==> config.mk <==
export PLATFORM = sky130hd
export DESIGN_NAME = ppm_tx
export DESIGN_NICKNAME = d
export VERILOG_FILES = /design/src/rtl/ppm_tx.sv
export SDC_FILE = /design/constraint.sdc
export NUM_CORES = 1
export LEC_CHECK = 0
export BUFFER_PORTS_ARGS = -buffer_cell sky130_fd_sc_hd__buf_2
export CORE_ASPECT_RATIO = 1.25
export CORE_UTILIZATION = 55
export CTS_CLUSTER_DIAMETER = 80
export DETAILED_ROUTE_END_ITERATION = 7
export GPL_TIMING_DRIVEN = 0
export PLACE_DENSITY = 0.73
export SLEW_MARGIN = 25
export SYNTH_ARGS = -nofsm -noshare
export SYNTH_HDL_FRONTEND = slang
export SYNTH_SLANG_ARGS = --single-unit
export TNS_END_PERCENT = 5
==> constraint.sdc <==
create_clock -name clk -period 4.65 [get_ports clk]
set_input_delay 0.6975 -clock clk [delete_from_list [all_inputs] [get_ports clk]]
set_output_delay 0.6975 -clock clk [all_outputs]
set_load 0.05 [all_outputs]
==> src/rtl/ppm_tx.sv <==
// rtl/ppm_tx.sv - 2-slot PPM bit serializer: preamble, start bit, 8 data bits MSB first, idle gap
module ppm_tx #(
  parameter int CLK_FREQ = 50_000_000,
  parameter int BPS      = 125_000,
  parameter int HALF_CNT = CLK_FREQ / BPS / 2,
  parameter int PRE_LEN  = 8,
  parameter int GAP_BITS = 2
) (
  input  logic       clk,
  input  logic       rst_n,
  input  logic [7:0] tx_data,
  input  logic       tx_valid,
  output logic       tx_ready,
  output logic       tx_out,
  output logic       busy,
  output logic       frame_done
);

  localparam int SW = (HALF_CNT > 1) ? $clog2(HALF_CNT) : 1;
  localparam logic [SW-1:0] SLOT_LAST = SW'(HALF_CNT - 1);
  localparam logic [7:0]    PRE_LAST  = 8'(PRE_LEN - 1);
  localparam logic [7:0]    GAP_LAST  = 8'(GAP_BITS - 1);

  typedef enum logic [2:0] {
    S_IDLE,
    S_PRE,
    S_START,
    S_DATA,
    S_GAP
  } state_t;

  state_t        state_q, state_d;
  logic [SW-1:0] slot_cnt_q, slot_cnt_d;
  logic          slot_q, slot_d;
  logic [7:0]    bit_cnt_q, bit_cnt_d;
  logic [7:0]    gap_cnt_q, gap_cnt_d;
  logic [7:0]    shreg_q, shreg_d;
  logic          tx_out_q, tx_out_d;
  logic          busy_q, busy_d;
  logic          tx_ready_q, tx_ready_d;
  logic          frame_done_q, frame_done_d;
  logic          bit_end;

  // The counters describe the slot currently on the line; outputs are computed
  // from the next position so every output comes straight from a flop.
  always_comb begin
    state_d    = state_q;
    slot_cnt_d = slot_cnt_q;
    slot_d     = slot_q;
    bit_cnt_d  = bit_cnt_q;
    gap_cnt_d  = gap_cnt_q;
    shreg_d    = shreg_q;
    bit_end    = 1'b0;

    if (state_q == S_IDLE) begin
      if (tx_valid && tx_ready_q) begin
        state_d    = S_PRE;
        slot_cnt_d = '0;
        slot_d     = 1'b0;
        bit_cnt_d  = 8'd0;
        gap_cnt_d  = 8'd0;
        shreg_d    = tx_data;
      end
    end else begin
      if (slot_cnt_q == SLOT_LAST) begin
        slot_cnt_d = '0;
        slot_d     = ~slot_q;
        bit_end    = slot_q;
      end else begin
        slot_cnt_d = slot_cnt_q + 1'b1;
      end

      if (bit_end) begin
        case (state_q)
          S_PRE: begin
            if (bit_cnt_q == PRE_LAST) begin
              state_d   = S_START;
              bit_cnt_d = 8'd0;
            end else begin
              bit_cnt_d = bit_cnt_q + 8'd1;
            end
          end
          S_START: begin
            state_d   = S_DATA;
            bit_cnt_d = 8'd0;
          end
          S_DATA: begin
            shreg_d = {shreg_q[6:0], 1'b0};
            if (bit_cnt_q == 8'd7) begin
              state_d   = S_GAP;
              bit_cnt_d = 8'd0;
              gap_cnt_d = 8'd0;
            end else begin
              bit_cnt_d = bit_cnt_q + 8'd1;
            end
          end
          S_GAP: begin
            if (gap_cnt_q == GAP_LAST) begin
              state_d   = S_IDLE;
              gap_cnt_d = 8'd0;
            end else begin
              gap_cnt_d = gap_cnt_q + 8'd1;
            end
          end
          default: state_d = S_IDLE;
        endcase
      end
    end
  end

  // Line level and status flags for the position the next cycle will hold.
  always_comb begin
    tx_out_d = 1'b0;
    case (state_d)
      S_PRE:   tx_out_d = ~slot_d;
      S_START: tx_out_d = slot_d;
      S_DATA:  tx_out_d = slot_d ? ~shreg_d[7] : shreg_d[7];
      default: tx_out_d = 1'b0;
    endcase
    busy_d       = (state_d != S_IDLE);
    tx_ready_d   = (state_d == S_IDLE);
    frame_done_d = (state_d == S_GAP) && (gap_cnt_d == GAP_LAST) &&
                   slot_d && (slot_cnt_d == SLOT_LAST);
  end

  // State, counters and registered outputs; reset drops the line immediately.
  always_ff @(posedge clk or negedge rst_n) begin
    if (!rst_n) begin
      state_q      <= S_IDLE;
      slot_cnt_q   <= '0;
      slot_q       <= 1'b0;
      bit_cnt_q    <= 8'd0;
      gap_cnt_q    <= 8'd0;
      shreg_q      <= 8'd0;
      tx_out_q     <= 1'b0;
      busy_q       <= 1'b0;
      tx_ready_q   <= 1'b1;
      frame_done_q <= 1'b0;
    end else begin
      state_q      <= state_d;
      slot_cnt_q   <= slot_cnt_d;
      slot_q       <= slot_d;
      bit_cnt_q    <= bit_cnt_d;
      gap_cnt_q    <= gap_cnt_d;
      shreg_q      <= shreg_d;
      tx_out_q     <= tx_out_d;
      busy_q       <= busy_d;
      tx_ready_q   <= tx_ready_d;
      frame_done_q <= frame_done_d;
    end
  end

  assign tx_out     = tx_out_q;
  assign busy       = busy_q;
  assign tx_ready   = tx_ready_q;
  assign frame_done = frame_done_q;

endmodule

==> metrics.txt, run 1 <==
maximum number of pins on one net before global-route repair 41; root buffer selected by CTS sky130_fd_sc_hd__clkbuf_8; hold_buf cts 0; share of the core filled with cells in the final layout 0.6410; fraction of final layout cells with drive strength greater than 1 0.1849; first-pass GRT wire length a little over 8000 um; most frequent CP cell sky130_fd_sc_hd__ha_1; leading register cell type out of synthesis sky130_fd_sc_hd__dfrtp_1; Synth Net Count 259; CTS sink cnt 40; n_diodes 0; gpl congestion 0.8683; Post-synth EDFFs 0; clock skew 13.47 ps; Pins Over Slew Limit 0; cell-by-cell trace of the critical path ha_1, nand3b_1, nor2_1, ha_1, and4b_1, clkbuf_1, a31oi_1, nor2b_1, a21o_2, nor3_1, and4_1; Antenna Violating Nets Remaining 0; Avg Cell Area, Syn 9.330 um2; maximum clock path buffer count 2; CP max stage delay 420 ps; sequential area share after synthesis 0.4421; Setup crit start kind flop; number of instances resized during post-cts repair 0; IR Drop Worst-Case VDD about 260 uV; combined area of the multi-input logic cells 1187 um2; time the final worst path needs with I/O delays and setup just over 3000 ps; Synth top area share 0.4305; Area after DPL 2405 um2; cell type with the highest aggregate area in the netlist sky130_fd_sc_hd__dfrtp_1; Clock Latency Late Sink 300 ps; Static Leak 1.090 nW; number of detailed-routing iterations run before antenna repair 5; remaining design rule violation count 0; endpoint required time on the critical path 4870 ps; Cell Area, Synth about 2300 um2; achievable frequency 0.3212 GHz; min setup slack post-route 1536 ps; count of pins on the block boundary 15; Finish-stage setup viols 0; full die area 4384 um2; total of warnings raised by yosys 0; Final TNS setup 0 ps; number of maximum-capacitance constraint violations 0; post-placement setup slack roughly 1600 ps; vias in the first global route between 1,500 and 2,000; synthesized netlist cell count about 240; Port Buf Inserts 14; max-slew headroom at the worst pin 0.3712; number of storage elements in the synthesis netlist 40; number of antenna violations at the first check in global routing 0; class of the most critical hold timing path reg -> reg; leading post-synthesis cells by cell area sky130_fd_sc_hd__dfrtp_1 (43%), sky130_fd_sc_hd__o21ai_0 (5.3%), sky130_fd_sc_hd__nand2_1 (5.3%); global router's overall resource usage 0.2478; total power per unit cell area 420.1 nW/um2; Critical Path Sink Type flop; starting DRC count in detailed routing 84; Worst Setup Path Type reg -> reg; fill cell count 338; Crit-path slowest cell sky130_fd_sc_hd__dfrtp_1; Vias per Instance 5.944; number of buffers and inverters on the critical path 1; sum of overflow across all layers after global routing 0; number of vias after detailed routing 1,896; floorplan row count 25; Total Routed Length 4736 um; Clk pin slew, worst setup/hold paths 80 ps; slew at the pin closest to its max-slew limit 941.4 ps; H-tree levels 2; Num CTS Buffers 5; number of distinct library cells after synthesis 58; core area between 3000 and 4000 um2; number of hold violations in the final report 0; Post-CTS Repair Setup Buffers 0; largest driver fanout on the critical path 10; growth of design area from synthesis to finish 9.658%; share of flip-flops with an asynchronous set or reset 1.000; average detailed-routed wire length per instance ~15 um; Data arrival, critical path roughly 3300 ps; combined flip-flop and latch cell area 1002 um2; unrepaired setup endpoints after global routing no; post-route standard cell area excluding fillers 2486 um2; outcome complete, no violations; Die Ht 73.78 um; Final Cycle Share 0.6696; Post-Route Hold Slack 486.6 ps; TritonCTS clock tree done; detailed-placement wirelength estimate 3327 um; post-layout net count 280; initial core utilization 0.5845; cell class contributing the biggest share of worst-path delay simple AND/OR/NAND/NOR gates; Die X 59.43 um
-- worst reg2reg max path, stage by stage, from the launching register on --
cell,delay [ps]
sky130_fd_sc_hd__dfrtp_1,420
sky130_fd_sc_hd__ha_1,240
sky130_fd_sc_hd__nand3b_1,140
sky130_fd_sc_hd__nor2_1,140
sky130_fd_sc_hd__ha_1,320
sky130_fd_sc_hd__and4b_1,230
sky130_fd_sc_hd__clkbuf_1,370
sky130_fd_sc_hd__a31oi_1,250
sky130_fd_sc_hd__nor2b_1,270
sky130_fd_sc_hd__a21o_2,240
sky130_fd_sc_hd__nor3_1,210
sky130_fd_sc_hd__and4_1,210
-- report_power, final --
part | internal [W] | switching (W)
registers | 0.000433 | 0.0000800
clock network | 0.000105 | 0.000116
logic | 0.000125 | 0.000184
-- flip-flops by register name, indices dropped and copies added, names as in the netlist --
name        count
tx_ready        1
shreg_q         8
bit_cnt_q       8
state_q         3
slot_cnt_q      8
frame_done      1
slot_q          1
tx_out          1
busy            1
gap_cnt_q       8
-- final timing paths --
path | from | end | slack (ps) | cells after the start
worst max-delay path | slot_cnt_q[1] | frame_done | 1540 | 11
worst min-delay path | bit_cnt_q[7] | bit_cnt_q[7] | 490 | 1
worst max register to register | slot_cnt_q[1] | frame_done | 1540 | 11
worst min register to register | bit_cnt_q[7] | bit_cnt_q[7] | 490 | 1
max in group asynchronous | rst_n | slot_cnt_q[3] | 3580 | 1
min in group asynchronous | rst_n | bit_cnt_q[5] | 500 | 1
-- metal layers --
| metal | GRT usage | vias to the layer above | share of wire |
|---|---|---|---|
| met1 | 0.3206 | 924 | 0.47 |
| met5 | 0 | - | 0 |
| met2 | 0.3995 | 28 | 0.49 |
| li1 | - | 937 | - |
| met3 | 0.04930 | 7 | 0.024 |
| met4 | 0.1032 | 0 | 0.013 |
-- cell families (layout without fill, tap and decap cells) --
logic type	count (synthesis)	after routing	share of synthesized area
AOI/OAI and AO/OA	70	70	0.2152
xor gates and xnor gates	1	1	0.003864
adders and majority gates	5	5	0.02759
buffers and inverters	14	36	0.03421
DFF	40	40	0.4421
muxes	1	1	0.004415
and+or+nand+nor	112	112	0.2726
-- placed cells by master (no fill, tap or decap), drive strengths merged, types with 7 or more instances in the layout --
cell type  instances
a21o               7
buf               18
clkbuf            10
dfrtp             39
inv                7
nand2             32
nand3             18
nor2              16
o21ai             26
-- through the flow --
stage,instances,power (W)
finish,319,0.001044
global route,319,0.001124
CTS,319,0.001055
detailed placement,311,0.0008282
global placement,311,0.0008192
floorplan,243,0.0007415
-- cells in the mapped netlist, types with 2 or more instances --
| cell | number |
|---|---|
| sky130_fd_sc_hd__and2_1 | 2 |
| sky130_fd_sc_hd__o31ai_1 | 6 |
| sky130_fd_sc_hd__a22oi_1 | 6 |
| sky130_fd_sc_hd__o211ai_1 | 6 |
| sky130_fd_sc_hd__and4b_1 | 2 |
| sky130_fd_sc_hd__ha_1 | 5 |
| sky130_fd_sc_hd__buf_6 | 3 |
| sky130_fd_sc_hd__nand3b_1 | 2 |
| sky130_fd_sc_hd__nor3_1 | 4 |
| sky130_fd_sc_hd__and3_1 | 2 |
| sky130_fd_sc_hd__a22o_1 | 2 |
| sky130_fd_sc_hd__nor2b_1 | 3 |
| sky130_fd_sc_hd__nand2_1 | 32 |
| sky130_fd_sc_hd__nand2b_1 | 5 |
| sky130_fd_sc_hd__a21o_1 | 2 |
| sky130_fd_sc_hd__clkbuf_1 | 2 |
| sky130_fd_sc_hd__a21o_2 | 5 |
| sky130_fd_sc_hd__a31oi_1 | 3 |
| sky130_fd_sc_hd__a21oi_1 | 5 |
| sky130_fd_sc_hd__nor2_1 | 15 |
| sky130_fd_sc_hd__nor3b_1 | 2 |
| sky130_fd_sc_hd__inv_1 | 7 |
| sky130_fd_sc_hd__dfrtp_1 | 39 |
| sky130_fd_sc_hd__or2_2 | 4 |
| sky130_fd_sc_hd__or3_2 | 2 |
| sky130_fd_sc_hd__nand3_1 | 18 |
| sky130_fd_sc_hd__o21ai_0 | 24 |
| sky130_fd_sc_hd__or3_1 | 4 |
| sky130_fd_sc_hd__and4bb_2 | 2 |
-- area by class of cell --
cell class              instances  share of cell area
clock inverters                 1            0.002013
inverters                       7             0.01057
repair buffers                 14             0.02818
clock buffers                   7             0.03070
plain buffers                   7             0.02063
flip-flops and latches         40              0.4031
well taps                      54             0.02718
multi-input cells             189              0.4776
(Power assumes the default switching activity.)
==> run 2, diff against run 1 <==
Clock period 4.65 ns to 3.2 ns, I/O delays scaled along.
==> run 2 against run 1 <==
Via count down 0.42%. Power up 45%. Sequential power rose by 45%. Worst setup slack got worse by 1300 ps. Routed wire length grew 0.42%. Clock-buffer cell count unchanged. Sequential share of layout area about the same. Maximum frequency rose by 6.0%. Final area is 0.10% lower. Cell count fell by 0.31%. Global-route usage is the same. Utilization fell by 0.065 points. Critical path type unchanged. Highest routed layer unchanged.
==> metrics.txt, run 2 (synthesis results as in run 1) <==
outcome complete, no violations; final cell count without fillers about 320; clock skew 12.99 ps; endpoint required time on the critical path 3370 ps; floorplan row count 25; most common library cell in the layout ignoring fill and taps sky130_fd_sc_hd__dfrtp_1; total power per unit cell area ~610 nW/um2; Critical Path Sink Type flop; maximum number of pins on one net before global-route repair around 40; Num CTS Buffers 5; growth of design area from synthesis to finish 9.547%; commonest cells after routing, fill and taps aside sky130_fd_sc_hd__dfrtp_1 (39), sky130_fd_sc_hd__nand2_1 (32), sky130_fd_sc_hd__o21ai_0 (24), sky130_fd_sc_hd__nand3_1 (18); Data arrival, critical path 3110 ps; n_diodes 0; hold_buf cts 0; remaining design rule violation count 0; Port Buf Inserts 14; number of detailed-routing iterations run before antenna repair 4; Clock Latency Late Sink ~290 ps; class of the most critical hold timing path in -> async; Die X just under 60 um; Finish-stage setup viols 0; Vias per Instance approximately 5.9; IR Drop Worst-Case VDD 378.0 uV; average detailed-routed wire length per instance 14.96 um; Setup crit start kind flop; Static Leak roughly 1.1 nW; fill cell count 339; Clk pin slew, worst setup/hold paths 80 ps; number of vias after detailed routing 1,888; core area ~3900 um2; vias in the first global route approximately 1,800; largest driver fanout on the critical path 10; Pins Over Slew Limit 0; starting DRC count in detailed routing 106; Total Routed Length 4756 um; post-placement setup slack 129.8 ps; fraction of final layout cells with drive strength greater than 1 0.1894; Antenna Violating Nets Remaining 0; global router's overall resource usage 0.2478; root buffer selected by CTS sky130_fd_sc_hd__clkbuf_8; achievable frequency ~0.34 GHz; count of pins on the block boundary 15; H-tree levels 2; CTS sink cnt 40; Worst Setup Path Type reg -> reg; min setup slack post-route 261.8 ps; number of antenna violations at the first check in global routing 0; slew at the pin closest to its max-slew limit 945.3 ps; gpl congestion 0.8683; Final TNS setup 0 ps; Die Ht 73.78 um; number of maximum-capacitance constraint violations 0; full die area 4384 um2; initial core utilization 0.5845; TritonCTS clock tree done; post-layout net count 279; detailed-placement wirelength estimate 3327 um; number of hold violations in the final report 0; Cells after DPL about 310; Final Cycle Share 0.9182; maximum clock path buffer count 2; max-slew headroom at the worst pin 0.3686; time the final worst path needs with I/O delays and setup 2938 ps; sum of overflow across all layers after global routing 0; unrepaired setup endpoints after global routing no; first-pass GRT wire length 8142 um
## run 2: final timing paths
path | from | to | slack (ps) | cells past startpoint
setup / recovery | slot_cnt_q[1] | frame_done | 260 | 10
hold / removal | rst_n | bit_cnt_q[5] | 290 | 1
setup reg to reg | slot_cnt_q[1] | frame_done | 260 | 10
hold reg to reg | bit_cnt_q[7] | bit_cnt_q[7] | 490 | 1
max in group asynchronous | rst_n | slot_cnt_q[3] | 2340 | 1
min in group clk | tx_data[0] | shreg_q[0] | 390 | 3
## run 2: what timing repair did
item / in CTS / in global routing
resized for setup: 0 / 1
setup endpoints to repair: 0 / 1
setup buffers: 0 / 0
## run 2: metal layers
metal  GRT usage  vias up  wire [um]
li1            -      937          -
met1      0.3206      920       2264
met2      0.3995       26       2313
met3     0.04930        5        119
met4      0.1032        0         58
met5           0        -          0
## run 2: layout make-up
type	count	area, um2	area share
clock buffer	7	76.32	0.03073
sequential	40	1002	0.4035
timing repair buffer	14	70.07	0.02821
multi-input combinational	189	1189	0.4786
buffer	6	47.55	0.01914
inverter	7	26.28	0.01058
tap	54	67.56	0.02720
clock inverter	1	5.005	0.002015
## run 2: critical path: stages (launching register included)
cell                       delay [ps]
sky130_fd_sc_hd__dfrtp_1          430
sky130_fd_sc_hd__ha_1             240
sky130_fd_sc_hd__nand3b_1         140
sky130_fd_sc_hd__nor2_1            70
sky130_fd_sc_hd__ha_1             280
sky130_fd_sc_hd__and4b_2          370
sky130_fd_sc_hd__a31oi_1          370
sky130_fd_sc_hd__nor2b_1          450
sky130_fd_sc_hd__a21o_2           210
sky130_fd_sc_hd__nor3_1            50
sky130_fd_sc_hd__and4_1           190
## run 2: power breakdown
part	total [W]	internal [W]	leakage [nW]	switching [W]
clock	0.000322	0.000153	0.0422	0.000169
combinational	0.000450	0.000182	0.541	0.000268
sequential	0.000746	0.000630	0.505	0.000116
total	0.00152	0.000965	1.09	0.000553
## run 2: metrics by stage
step           area, um2  hold slack, ps    util  power, W
5_1_grt             2484           375.8  0.6403  0.001634
3_3_place_gp        2405           461.2  0.6200  0.001190
6_report            2484           286.4  0.6403  0.001518
4_1_cts             2486           329.1  0.6410  0.001533
3_5_place_dp        2405           459.5  0.6200  0.001203
2_1_floorplan       2267           184.4       -  0.001077
==> run 3, diff against run 2 <==
--- a/config.mk
+++ b/config.mk
@@ -7,4 +7,2 @@
 export LEC_CHECK = 0
-export BUFFER_PORTS_ARGS = -buffer_cell sky130_fd_sc_hd__buf_2
-export CORE_ASPECT_RATIO = 1.25
 export CORE_UTILIZATION = 55
@@ -12,4 +10,5 @@
 export DETAILED_ROUTE_END_ITERATION = 7
+export DONT_BUFFER_PORTS = 1
 export GPL_TIMING_DRIVEN = 0
-export PLACE_DENSITY = 0.73
+export PLACE_DENSITY = 0.7
 export SLEW_MARGIN = 25
==> constraint.sdc (replaced) <==
create_clock -name clk -period 3.2 [get_ports clk]
set_input_delay 0.16 -clock clk [delete_from_list [all_inputs] [get_ports clk]]
set_output_delay 0.16 -clock clk [all_outputs]
set_load 0.05 [all_outputs]
==> run 3 against run 2 <==
Power is 9.5% higher. First-iteration DRC count increased by 76%. Global-route usage rose by 2.2 points. Clock-buffer cell count unchanged. Largest cell class unchanged.
==> metrics.txt, run 3 (synthesis results as in run 1) <==
CP max stage delay 440 ps; Area after DPL 2327 um2; time the final worst path needs with I/O delays and setup ~2900 ps; n_diodes 0; Total Routed Length about 5200 um; fraction of final layout cells with drive strength greater than 1 0.1548; remaining design rule violation count 0; Clk pin slew, worst setup/hold paths about 90 ps; endpoint of the most critical setup path frame_done; Port Buf Inserts 0; TritonCTS clock tree done; first-pass GRT wire length 8914 um; number of vias after detailed routing around 1,900; total power per unit cell area 669.9 nW/um2; outcome complete, no violations; clock skew approximately 12 ps; post-route standard cell area excluding fillers approximately 2500 um2; Die Ht 66.21 um; setup slack of the worst register-to-register path approximately 280 ps; growth of design area from synthesis to finish 9.437%; maximum clock path buffer count 2; post-layout net count 267; unrepaired setup endpoints after global routing no; global routing usage on met1 0.3286; Pins Over Slew Limit 0; starting DRC count in detailed routing about 190; number of buffers and inverters on the critical path 0; Critical Path Sink Type flop; Static Leak 1.068 nW; initial core utilization 0.5968; largest driver fanout on the critical path 10; grt peak-use layer met2; sum of overflow across all layers after global routing 0; Critical R2R Capture frame_done; maximum number of pins on one net before global-route repair 41; Die X 66.21 um; core area ~3800 um2; Clock Latency Late Sink 290 ps; Post-CTS Repair Setup Buffers 0; Worst Setup Path Type reg -> reg; most common library cell in the layout ignoring fill and taps sky130_fd_sc_hd__dfrtp_1; class of the most critical hold timing path in -> reg; H-tree levels 2; endpoint required time on the critical path 3430 ps; slew at the pin closest to its max-slew limit 948.9 ps; Antenna Violating Nets Remaining 0; most frequent CP cell sky130_fd_sc_hd__ha_1; share of the core filled with cells in the final layout 0.6532; detailed-placement wirelength estimate 3736 um; root buffer selected by CTS sky130_fd_sc_hd__clkbuf_8; CTS sink cnt 40; full die area 4383 um2; floorplan row count 22; gpl congestion approximately 0.86; Finish-stage setup viols 0; Setup crit start kind flop; Vias per Instance 6.457; commonest cells after routing, fill and taps aside sky130_fd_sc_hd__dfrtp_1 (39), sky130_fd_sc_hd__nand2_1 (32), sky130_fd_sc_hd__o21ai_0 (24), sky130_fd_sc_hd__nand3_1 (18), sky130_fd_sc_hd__nor2_1 (15); vias in the first global route 1,950; Data arrival, critical path between 3000 and 4000 ps; max-slew headroom at the worst pin 0.3662; met2 capacity usage during global routing 0.4796; critical path startpoint slot_cnt_q[0]; number of maximum-capacitance constraint violations 0; cell-by-cell trace of the critical path ha_1, nand3b_1, nor2_1, ha_1, and4b_2, a31oi_1, nor2b_1, a21o_2, nor3_1, and4_1; number of detailed-routing iterations run before antenna repair 4; count of pins on the block boundary 15; Final Cycle Share 0.9115; met3 GRT Util 0.05000; Num CTS Buffers 5; fill cell count 335; average detailed-routed wire length per instance 17.41 um; number of antenna violations at the first check in global routing 0; number of hold violations in the final report 0; IR Drop Worst-Case VDD 355.6 uV; worst r2r src slot_cnt_q[0]; number of gates on the worst path with buffers counted 10; Reg2Reg Depth 10; cell class contributing the biggest share of worst-path delay simple AND/OR/NAND/NOR gates; Final TNS setup 0 ps; Crit-path slowest cell sky130_fd_sc_hd__dfrtp_1; achievable frequency approximately 0.34 GHz; global router's overall resource usage 0.2701
==> run 3: cell count changes in the layout (fill, tap and decap cells not counted) <==
| cell | change |
|---|---|
| sky130_fd_sc_hd__buf_12 | +1 |
| sky130_fd_sc_hd__clkbuf_8 | +2 |
| sky130_fd_sc_hd__buf_2 | -14 |
| sky130_fd_sc_hd__clkbuf_1 | -2 |
| sky130_fd_sc_hd__clkinv_2 | -1 |
| sky130_fd_sc_hd__dlygate4sd3_1 | +1 |
| sky130_fd_sc_hd__bufinv_16 | +1 |
==> run 3: worst min path at each step <==
stage	from	end	slack, ps	cells after the start
4_1_cts	tx_data[3]	shreg_q[3]	0.03	2
3_3_place_gp	rst_n	slot_cnt_q[6]	-130	0
6_report	tx_data[0]	shreg_q[0]	3	2
5_1_grt	tx_data[6]	shreg_q[6]	10	2
3_5_place_dp	rst_n	slot_cnt_q[6]	-130	0
2_1_floorplan	rst_n	bit_cnt_q[0]	-140	0
==> run 3: where the power goes <==
| part | switching, W | leakage, nW | internal [W] | total (W) |
|---|---|---|---|---|
| registers | 0.000167 | 0.505 | 0.000630 | 0.000797 |
| clock network | 0.000178 | 0.0645 | 0.000275 | 0.000454 |
| logic | 0.000238 | 0.499 | 0.000173 | 0.000412 |
| total | 0.000584 | 1.07 | 0.00108 | 0.00166 |
==> run 3: area by class of cell <==
type	count	area, um2	share of cell area
multi-input combinational	189	1189	0.4791
clock buffer	7	96.34	0.03883
tap	48	60.06	0.02421
timing repair buffer	2	30.03	0.01210
inverter	7	26.28	0.01059
buffer	6	47.55	0.01916
sequential	40	1002	0.4039
clock inverter	1	30.03	0.01210
==> run 3: layer usage <==
layer	share of wire	wire [um]	vias to the layer above
li1	-	-	915
met3	0.034	180	5
met1	0.45	2326	964
met5	0	0	-
met4	0.0073	38	0
met2	0.51	2677	53
==> run 3: repair_timing <==
item,4_1_cts,5_1_grt
endpoints found under the hold margin,40,0
gates resized for setup,0,1
hold buffers,2,0
setup endpoints to repair,0,1
==> run 3: per-stage QoR <==
stage / instances / hold slack (ps) / total power (W) / setup WS, ps
2_1_floorplan: 243 / -135.6 / 0.001077 / 728.2
3_3_place_gp: 291 / -134.8 / 0.001153 / 184.9
3_5_place_dp: 291 / -134.8 / 0.001193 / 136.3
4_1_cts: 301 / 0.02806 / 0.001656 / 101.0
5_1_grt: 300 / 14.11 / 0.001759 / 102.1
6_report: 300 / 2.829 / 0.001662 / 283.0
